File: config.mk
export PLATFORM = sky130hd
export DESIGN_NAME = tlb_mmu
export DESIGN_NICKNAME = d
export VERILOG_FILES = /design/src/rtl/tlb_mmu.sv
export SDC_FILE = /design/constraint.sdc
export NUM_CORES = 2
export LEC_CHECK = 0
export CAP_MARGIN = 25
export CORE_MARGIN = 3
export CORE_UTILIZATION = 60
export DETAILED_ROUTE_END_ITERATION = 10
export MAX_ROUTING_LAYER = met4
export PLACE_DENSITY = 0.88
export SLEW_MARGIN = 25
export SYNTH_ARGS = -nofsm -noshare
export SYNTH_HDL_FRONTEND = slang
export SYNTH_SLANG_ARGS = --single-unit
File: constraint.sdc
create_clock -name clk -period 5.6 [get_ports clk]
set_input_delay 1.4 -clock clk [delete_from_list [all_inputs] [get_ports clk]]
set_output_delay 1.4 -clock clk [all_outputs]
set_load 0.01 [all_outputs]
File: src/rtl/tlb_mmu.sv
// tlb_mmu
// Fully-associative joint TLB and virtual-to-physical translator living
// next to the CP0 register block.
//
// Ports:
//   clk, reset          clock and synchronous active-high reset
//   cpu_pause_i         stall; freezes state and suppresses all strobes
//   lookup_*_i          one translation request per cycle (vaddr, store, size)
//   status_um_i/exl_i   CP0 Status bits used for the user-mode segment check
//   tlbp/tlbr/tlbwi/tlbwr_i  decoded TLB instructions
//   cp0_*_i             current CP0 Index, Random, EntryHi, EntryLo0/1
//   lookup_valid_o      one-cycle result strobe for a translation
//   lookup_paddr_o, lookup_cached_o  translation result
//   exception_*_o, badvaddr_o        exception report to CP0
//   tlb_probe_*_o       TLBP result and strobe
//   cp0_entry*_o/_wen_o write-back data and strobes to CP0 EntryHi/Lo
module tlb_mmu #(
  parameter int ENTRIES = 16
) (
  input  logic        clk,
  input  logic        reset,
  input  logic        cpu_pause_i,
  input  logic        lookup_req_i,
  input  logic [31:0] lookup_vaddr_i,
  input  logic        lookup_store_i,
  input  logic [1:0]  lookup_size_i,
  input  logic        status_um_i,
  input  logic        status_exl_i,
  input  logic        tlbp_i,
  input  logic        tlbr_i,
  input  logic        tlbwi_i,
  input  logic        tlbwr_i,
  input  logic [3:0]  cp0_index_i,
  input  logic [3:0]  cp0_random_i,
  input  logic [31:0] cp0_entryhi_i,
  input  logic [31:0] cp0_entrylo0_i,
  input  logic [31:0] cp0_entrylo1_i,
  output logic        lookup_valid_o,
  output logic [31:0] lookup_paddr_o,
  output logic        lookup_cached_o,
  output logic        exception_addr_error_o,
  output logic        exception_tlb_refill_o,
  output logic        exception_tlb_invalid_o,
  output logic        exception_tlb_mod_o,
  output logic        exception_tlb_rw_o,
  output logic [31:0] badvaddr_o,
  output logic        tlb_probe_failed_o,
  output logic [3:0]  tlb_probe_index_o,
  output logic        tlb_probe_wen_o,
  output logic [31:0] cp0_entryhi_o,
  output logic [31:0] cp0_entrylo0_o,
  output logic [31:0] cp0_entrylo1_o,
  output logic        cp0_entryhi_wen_o,
  output logic        cp0_entrylo0_wen_o,
  output logic        cp0_entrylo1_wen_o
);

  typedef struct packed {
    logic [18:0] vpn2;
    logic [7:0]  asid;
    logic        g;
    logic [19:0] pfn0;
    logic [2:0]  c0;
    logic        d0;
    logic        v0;
    logic [19:0] pfn1;
    logic [2:0]  c1;
    logic        d1;
    logic        v1;
  } tlb_entry_t;

  tlb_entry_t entry_q [ENTRIES];
  tlb_entry_t entry_d [ENTRIES];
  tlb_entry_t new_entry;

  logic        lk_hit;
  logic [3:0]  lk_idx;
  logic        pr_hit;
  logic [3:0]  pr_idx;
  logic [19:0] lk_pfn;
  logic [2:0]  lk_c;
  logic        lk_d;
  logic        lk_v;
  logic        misaligned;
  logic        addr_err;
  logic        mapped;

  logic        valid_q, valid_d;
  logic [31:0] paddr_q, paddr_d;
  logic        cached_q, cached_d;
  logic        exc_addr_q, exc_addr_d;
  logic        exc_refill_q, exc_refill_d;
  logic        exc_invalid_q, exc_invalid_d;
  logic        exc_mod_q, exc_mod_d;
  logic        exc_rw_q, exc_rw_d;
  logic [31:0] badvaddr_q, badvaddr_d;
  logic        probe_failed_q, probe_failed_d;
  logic [3:0]  probe_index_q, probe_index_d;
  logic        probe_wen_q, probe_wen_d;
  logic [31:0] ehi_q, ehi_d;
  logic [31:0] elo0_q, elo0_d;
  logic [31:0] elo1_q, elo1_d;
  logic        ehi_wen_q, ehi_wen_d;
  logic        elo0_wen_q, elo0_wen_d;
  logic        elo1_wen_q, elo1_wen_d;

  // EntryHi[12:8] and the EntryLo bits above PFN carry nothing the TLB stores.
  logic unused_cp0_bits;
  assign unused_cp0_bits = ^{cp0_entryhi_i[12:8], cp0_entrylo0_i[31:26],
                             cp0_entrylo1_i[31:26]};

  // Entry image built from the CP0 registers for TLBWI/TLBWR; the global bit
  // is only honoured when both halves of the pair agree on it.
  always_comb begin
    new_entry      = '0;
    new_entry.vpn2 = cp0_entryhi_i[31:13];
    new_entry.asid = cp0_entryhi_i[7:0];
    new_entry.g    = cp0_entrylo0_i[0] & cp0_entrylo1_i[0];
    new_entry.pfn0 = cp0_entrylo0_i[25:6];
    new_entry.c0   = cp0_entrylo0_i[5:3];
    new_entry.d0   = cp0_entrylo0_i[2];
    new_entry.v0   = cp0_entrylo0_i[1];
    new_entry.pfn1 = cp0_entrylo1_i[25:6];
    new_entry.c1   = cp0_entrylo1_i[5:3];
    new_entry.d1   = cp0_entrylo1_i[2];
    new_entry.v1   = cp0_entrylo1_i[1];
  end

  // Associative match for the translation port and for TLBP. Scanning from
  // the top index down lets the lowest matching index overwrite the others.
  always_comb begin
    lk_hit = 1'b0;
    lk_idx = '0;
    pr_hit = 1'b0;
    pr_idx = '0;
    for (int i = ENTRIES - 1; i >= 0; i--) begin
      if (entry_q[i].vpn2 == lookup_vaddr_i[31:13] &&
          (entry_q[i].g || entry_q[i].asid == cp0_entryhi_i[7:0])) begin
        lk_hit = 1'b1;
        lk_idx = 4'(i);
      end
      if (entry_q[i].vpn2 == cp0_entryhi_i[31:13] &&
          (entry_q[i].g || entry_q[i].asid == cp0_entryhi_i[7:0])) begin
        pr_hit = 1'b1;
        pr_idx = 4'(i);
      end
    end
  end

  // Even/odd page half of the winning entry, chosen by vaddr[12].
  always_comb begin
    if (lookup_vaddr_i[12]) begin
      lk_pfn = entry_q[lk_idx].pfn1;
      lk_c   = entry_q[lk_idx].c1;
      lk_d   = entry_q[lk_idx].d1;
      lk_v   = entry_q[lk_idx].v1;
    end else begin
      lk_pfn = entry_q[lk_idx].pfn0;
      lk_c   = entry_q[lk_idx].c0;
      lk_d   = entry_q[lk_idx].d0;
      lk_v   = entry_q[lk_idx].v0;
    end
  end

  // Address-error and segment classification of the request.
  always_comb begin
    misaligned = ((lookup_size_i == 2'd1) && lookup_vaddr_i[0]) ||
                 ((lookup_size_i[1]) && (lookup_vaddr_i[1:0] != 2'b00));
    addr_err   = misaligned ||
                 (status_um_i && !status_exl_i && lookup_vaddr_i[31]);
    mapped     = !lookup_vaddr_i[31] || (lookup_vaddr_i[31:30] == 2'b11);
  end

  // Next-state logic. Paused cycles hold everything and drop the strobes.
  // The instruction chain executes only its highest-priority member, and the
  // lookup is evaluated last so an exception's EntryHi write overrides TLBR.
  always_comb begin
    entry_d        = entry_q;
    valid_d        = 1'b0;
    probe_wen_d    = 1'b0;
    ehi_wen_d      = 1'b0;
    elo0_wen_d     = 1'b0;
    elo1_wen_d     = 1'b0;
    paddr_d        = paddr_q;
    cached_d       = cached_q;
    exc_addr_d     = exc_addr_q;
    exc_refill_d   = exc_refill_q;
    exc_invalid_d  = exc_invalid_q;
    exc_mod_d      = exc_mod_q;
    exc_rw_d       = exc_rw_q;
    badvaddr_d     = badvaddr_q;
    probe_failed_d = probe_failed_q;
    probe_index_d  = probe_index_q;
    ehi_d          = ehi_q;
    elo0_d         = elo0_q;
    elo1_d         = elo1_q;

    if (!cpu_pause_i) begin
      exc_addr_d    = 1'b0;
      exc_refill_d  = 1'b0;
      exc_invalid_d = 1'b0;
      exc_mod_d     = 1'b0;

      if (tlbwi_i) begin
        entry_d[cp0_index_i] = new_entry;
      end else if (tlbwr_i) begin
        entry_d[cp0_random_i] = new_entry;
      end else if (tlbr_i) begin
        ehi_d      = {entry_q[cp0_index_i].vpn2, 5'b0, entry_q[cp0_index_i].asid};
        elo0_d     = {6'b0, entry_q[cp0_index_i].pfn0, entry_q[cp0_index_i].c0,
                      entry_q[cp0_index_i].d0, entry_q[cp0_index_i].v0,
                      entry_q[cp0_index_i].g};
        elo1_d     = {6'b0, entry_q[cp0_index_i].pfn1, entry_q[cp0_index_i].c1,
                      entry_q[cp0_index_i].d1, entry_q[cp0_index_i].v1,
                      entry_q[cp0_index_i].g};
        ehi_wen_d  = 1'b1;
        elo0_wen_d = 1'b1;
        elo1_wen_d = 1'b1;
      end else if (tlbp_i) begin
        probe_wen_d    = 1'b1;
        probe_failed_d = !pr_hit;
        probe_index_d  = pr_hit ? pr_idx : 4'd0;
      end

      if (lookup_req_i) begin
        valid_d = 1'b1;
        if (addr_err) begin
          exc_addr_d = 1'b1;
        end else if (mapped) begin
          if (!lk_hit) begin
            exc_refill_d = 1'b1;
          end else if (!lk_v) begin
            exc_invalid_d = 1'b1;
          end else if (lookup_store_i && !lk_d) begin
            exc_mod_d = 1'b1;
          end
        end

        if (exc_addr_d || exc_refill_d || exc_invalid_d || exc_mod_d) begin
          paddr_d    = '0;
          cached_d   = 1'b0;
          exc_rw_d   = lookup_store_i;
          badvaddr_d = lookup_vaddr_i;
          if (!exc_addr_d) begin
            ehi_d     = {lookup_vaddr_i[31:13], 5'b0, cp0_entryhi_i[7:0]};
            ehi_wen_d = 1'b1;
          end
        end else if (mapped) begin
          paddr_d  = {lk_pfn, lookup_vaddr_i[11:0]};
          cached_d = (lk_c == 3'd3);
        end else begin
          paddr_d  = lookup_vaddr_i & 32'h1FFF_FFFF;
          cached_d = !lookup_vaddr_i[29];
        end
      end
    end
  end

  // State register. Reset invalidates every entry and zeroes all outputs,
  // which also discards any strobe that was about to be issued.
  always_ff @(posedge clk) begin
    if (reset) begin
      for (int i = 0; i < ENTRIES; i++) begin
        entry_q[i] <= '0;
      end
      valid_q        <= 1'b0;
      paddr_q        <= '0;
      cached_q       <= 1'b0;
      exc_addr_q     <= 1'b0;
      exc_refill_q   <= 1'b0;
      exc_invalid_q  <= 1'b0;
      exc_mod_q      <= 1'b0;
      exc_rw_q       <= 1'b0;
      badvaddr_q     <= '0;
      probe_failed_q <= 1'b0;
      probe_index_q  <= '0;
      probe_wen_q    <= 1'b0;
      ehi_q          <= '0;
      elo0_q         <= '0;
      elo1_q         <= '0;
      ehi_wen_q      <= 1'b0;
      elo0_wen_q     <= 1'b0;
      elo1_wen_q     <= 1'b0;
    end else begin
      entry_q        <= entry_d;
      valid_q        <= valid_d;
      paddr_q        <= paddr_d;
      cached_q       <= cached_d;
      exc_addr_q     <= exc_addr_d;
      exc_refill_q   <= exc_refill_d;
      exc_invalid_q  <= exc_invalid_d;
      exc_mod_q      <= exc_mod_d;
      exc_rw_q       <= exc_rw_d;
      badvaddr_q     <= badvaddr_d;
      probe_failed_q <= probe_failed_d;
      probe_index_q  <= probe_index_d;
      probe_wen_q    <= probe_wen_d;
      ehi_q          <= ehi_d;
      elo0_q         <= elo0_d;
      elo1_q         <= elo1_d;
      ehi_wen_q      <= ehi_wen_d;
      elo0_wen_q     <= elo0_wen_d;
      elo1_wen_q     <= elo1_wen_d;
    end
  end

  assign lookup_valid_o          = valid_q;
  assign lookup_paddr_o          = paddr_q;
  assign lookup_cached_o         = cached_q;
  assign exception_addr_error_o  = exc_addr_q;
  assign exception_tlb_refill_o  = exc_refill_q;
  assign exception_tlb_invalid_o = exc_invalid_q;
  assign exception_tlb_mod_o     = exc_mod_q;
  assign exception_tlb_rw_o      = exc_rw_q;
  assign badvaddr_o              = badvaddr_q;
  assign tlb_probe_failed_o      = probe_failed_q;
  assign tlb_probe_index_o       = probe_index_q;
  assign tlb_probe_wen_o         = probe_wen_q;
  assign cp0_entryhi_o           = ehi_q;
  assign cp0_entrylo0_o          = elo0_q;
  assign cp0_entrylo1_o          = elo1_q;
  assign cp0_entryhi_wen_o       = ehi_wen_q;
  assign cp0_entrylo0_wen_o      = elo0_wen_q;
  assign cp0_entrylo1_wen_o      = elo1_wen_q;

endmodule
==> metrics.md <==
| Metric | Value |
|---|---|
| Slew headroom | 20.7% |
| Drt initial violations | 13100 |
| Mapped Cells | 9184 |
| Rows | 128 |
| ANT nets after route | 0 |
| Worst path arrival time | 6.49 ns |
| Inst Count DP | 10700 |
| CTS tree | done |
| Final global-route overflow total | 0 |
| Worst-path clk slew | 0.06 ns |
| Switching pwr | 6.04 mW |
| Worst Path Required | 6.38 ns |
| Worst r2r src | entry_q[850] |
| Clk pwr share | 45.1% |
| Area of the multi-input gates | 43100 um^2 |
| Fmax | 175 MHz |
| Pwr/cell area | 261 nW/um^2 |
| Busiest metal layer after global routing | met2 |
| Register Area | 28200 um^2 |
| HPWL after DPL | 192 mm |
| Worst setup margin | -0.110 ns |
| Synth Cell Area | 74800 um^2 |
| Hold buffer count at cts | 0 |
| Worst path max stage delay | 0.57 ns |
| Area added between synthesis and finish | 16.9% |
| DR DRC count | 0 |
| Yosys warnings | 0 |
| Sequential power share | 45.0% |
| Worst-Margin Slew | 1.19 ns |
| Grt met2 use | 69.2% |
| CTS buffer count | 149 |
| Initial core utilization | 60.9% |
| Final hold violation count | 0 |
| Fin crit period | 5.71 ns |
| Leak | 30.6 nW |
| Chip width | 359 um |
| GR met3 Demand/Resource | 13.3% |
| Final core area utilization | 71.2% |
| Final hold slack | 0.456 ns |
| Core area | 123000 um^2 |
| H-tree depth | 4 |
| Clk_lat worst skew | 0.85 ns |
| Layout cells sized above 1 | 14.4% |
| Total wire length | 309 mm |
| Synth cell types | 88 |
| Failing checks | setup timing |
| Hold path start | cp0_entrylo0_o[15] |
| Critical-path cell list | clkdlybuf4s50_1 > buf_12 > buf_4 > xor2_1 > nor4_2 > buf_4 > a41o_1 > nand3_1 > buf_4 > and4_1 > a211oi_1 > buf_4 > nor2_1 > nor2_4 > nor2_4 > buf_4 > buf_4 > and3_1 > a2111oi_2 > a21oi_4 > a21oi_1 > a32o_1 |
| DIE HEIGHT | 359 um |
| PortBufs | 295 |
| Layout Cells excl Fill | 11000 |
| Worst Hold End | cp0_entrylo0_o[15] |
| Top-count cell post-synth | nand2_1 |
| Met1 usage | 52.2% |
| WHS Path Cells | 2 |
| Max-cap violations | 0 |
| Final setup fails | 7 |
| Post-synth EDFFs | 0 |
| Slowest CP cell | a2111oi_2 |
| Peak supply drop | 348 uV |
| Root Driver | clkbuf_16 |
| Worst-path maximum fanout | 15 |
| Main area contributors after synthesis | dfxtp_1 (38%), nand2_1 (15%), mux4_2 (12%) |
| Die area | 129000 um^2 |
| Top cell type's share of synthesized area | 37.7% |
| Slew Limit Fails | 0 |
| Internal power | 16.8 mW |
| Clock sink count | 1410 |
| DR pass1 iterations | 7 |
| Comb pwr share | 9.9% |
| Drt wl/cell | 28.0 um |
| Nets | 9418 |
| Routability cong. | 1.06 |
| Clk buf depth | 3 |
| Type of the tightest min-delay check | reg2reg |
| Seq cells post-synth | 1410 |
| Critical path class | in2reg |
| R2R Setup Slk | 0.62 ns |
| Syn avg cell area | 8.15 um^2 |
| Part of the Yosys area used for sequential elements | 37.7% |
| Reg2Reg Depth | 18 |
| Largest net degree at the start of global routing | 181 |
| Vias/cell | 6.82 |
| First-pass GRT wire length | 451 mm |
| I/O pins | 325 |
| GRT Util Overall | 47.2% |
| Predominant post-synthesis flop cell | dfxtp_1 |
| Fillcell total | 8732 |
| Top cells by count, synth | nand2_1 (3037), dfxtp_1 (1410), a21oi_1 (1372) |
| Clk_skew | 0.0534 ns |
| Post-synth top area cell | dfxtp_1 |
| Worst setup SP type | input pin |
| Status | finished, violations left |
| Most used cell, CP | buf_4 |
| R2r endpoint | lookup_paddr_o[22] |
| Worst setup EP type | flip-flop |
| Vias | 75200 |
| Tcrit/Tclk final | 102% |
| Switching share of power | 26.4% |
| Post-synth ARST share | 0% |
| Number of global-route vias before repair | 73200 |
| Initial antenna violation count | 26 |
sequential cells by signal, summed over array words and instances (netlist names), 4 cells and up:
register           count
tlb_probe_index_o      4
cp0_entrylo0_o        25
lookup_paddr_o        32
cp0_entrylo1_o        26
entry_q             1248
cp0_entryhi_o         32
badvaddr_o            32
placed cells by master, fill, tap and decap left out, drive strengths merged, types with 107 or more instances in the layout:
cell           count
clkbuf           217
mux4             395
xor2             416
buf              578
nand2           3039
nor4             107
mux2i            160
dfxtp           1410
nor2             138
xnor2            320
a21oi           1374
clkdlybuf4s50    278
worst max path at each step:
stage          depth (start not counted)  slack (ns)               start            endpoint
2_1_floorplan                         20        0.55    cp0_entryhi_i[5]   cp0_entryhi_o[28]
3_3_place_gp                          22       -0.81  lookup_vaddr_i[30]   cp0_entryhi_wen_o
3_5_place_dp                          17       -0.87    cp0_entryhi_i[3]     lookup_cached_o
4_1_cts                               22       0.001  lookup_vaddr_i[29]  lookup_paddr_o[16]
5_1_grt                               22       -0.14    cp0_entryhi_i[2]    cp0_entryhi_o[5]
6_report                              22       -0.11    cp0_entryhi_i[2]  lookup_paddr_o[22]
layout make-up:
type	instances	area share [%]
Multi-Input combinational cell	6827	49.3
Sequential cell	1410	32.3
Timing Repair Buffer	870	10.2
Clock buffer	212	4.88
Tap cell	1625	2.33
Clock inverter	54	0.869
Antenna cell	25	0.0716
Inverter	11	0.0472
timing repair:
| action | CTS | global route |
|---|---|---|
| setup endpoints to repair | 43 | 99 |
| setup buffers | 1 | 20 |
| cloned | 0 | 7 |
| pin swaps | 1 | 18 |
| gates resized for setup | 1 | 80 |
stage by stage:
step	worst slack (ns)	cell area (um^2)	setup TNS, ns	power [mW]
final	-0.110	87400	-0.154	22.9
after global routing	-0.139	87400	-4.14	23.3
after CTS	0.00147	86700	0	22.6
after detailed placement	-0.866	81600	-76.77	12.6
after global placement	-0.812	81600	-72.32	12.6
after floorplan	0.555	74800	0	11.7
routing by layer:
layer | vias to the layer above | share of wire, %
met1 | 35100 | 32
li1 | 31500 | -
met3 | 2205 | 14
met4 | 0 | 11
met5 | - | 0
met2 | 6416 | 43
cell families after synthesis:
logic type | Yosys count | synth area share, %
DFF | 1410 | 37.7
AOI/OAI and AO/OA | 1786 | 13.4
buffers and inverters | 959 | 5.45
xor gates and xnor gates | 736 | 8.62
other | 1 | 0.00501
muxes | 574 | 14.3
and+or+nand+nor | 3718 | 20.4
worst max-delay path: cells and delay by family:
kind,cells,cell delay (ns)
AOI/OAI and AO/OA,6,1.91
xor gates and xnor gates,1,0.11
and+or+nand+nor,7,1.22
buffers and inverters,8,1.79
power groups by stage:
stage	logic [mW]	clock network, mW	registers (mW)
floorplan	1.27	0	10.5
global placement	2.07	0	10.5
detailed placement	2.11	0	10.5
CTS	2.12	10.2	10.3
global route	2.32	10.7	10.3
finish	2.26	10.3	10.3
Power figures use the tool's default switching activity.
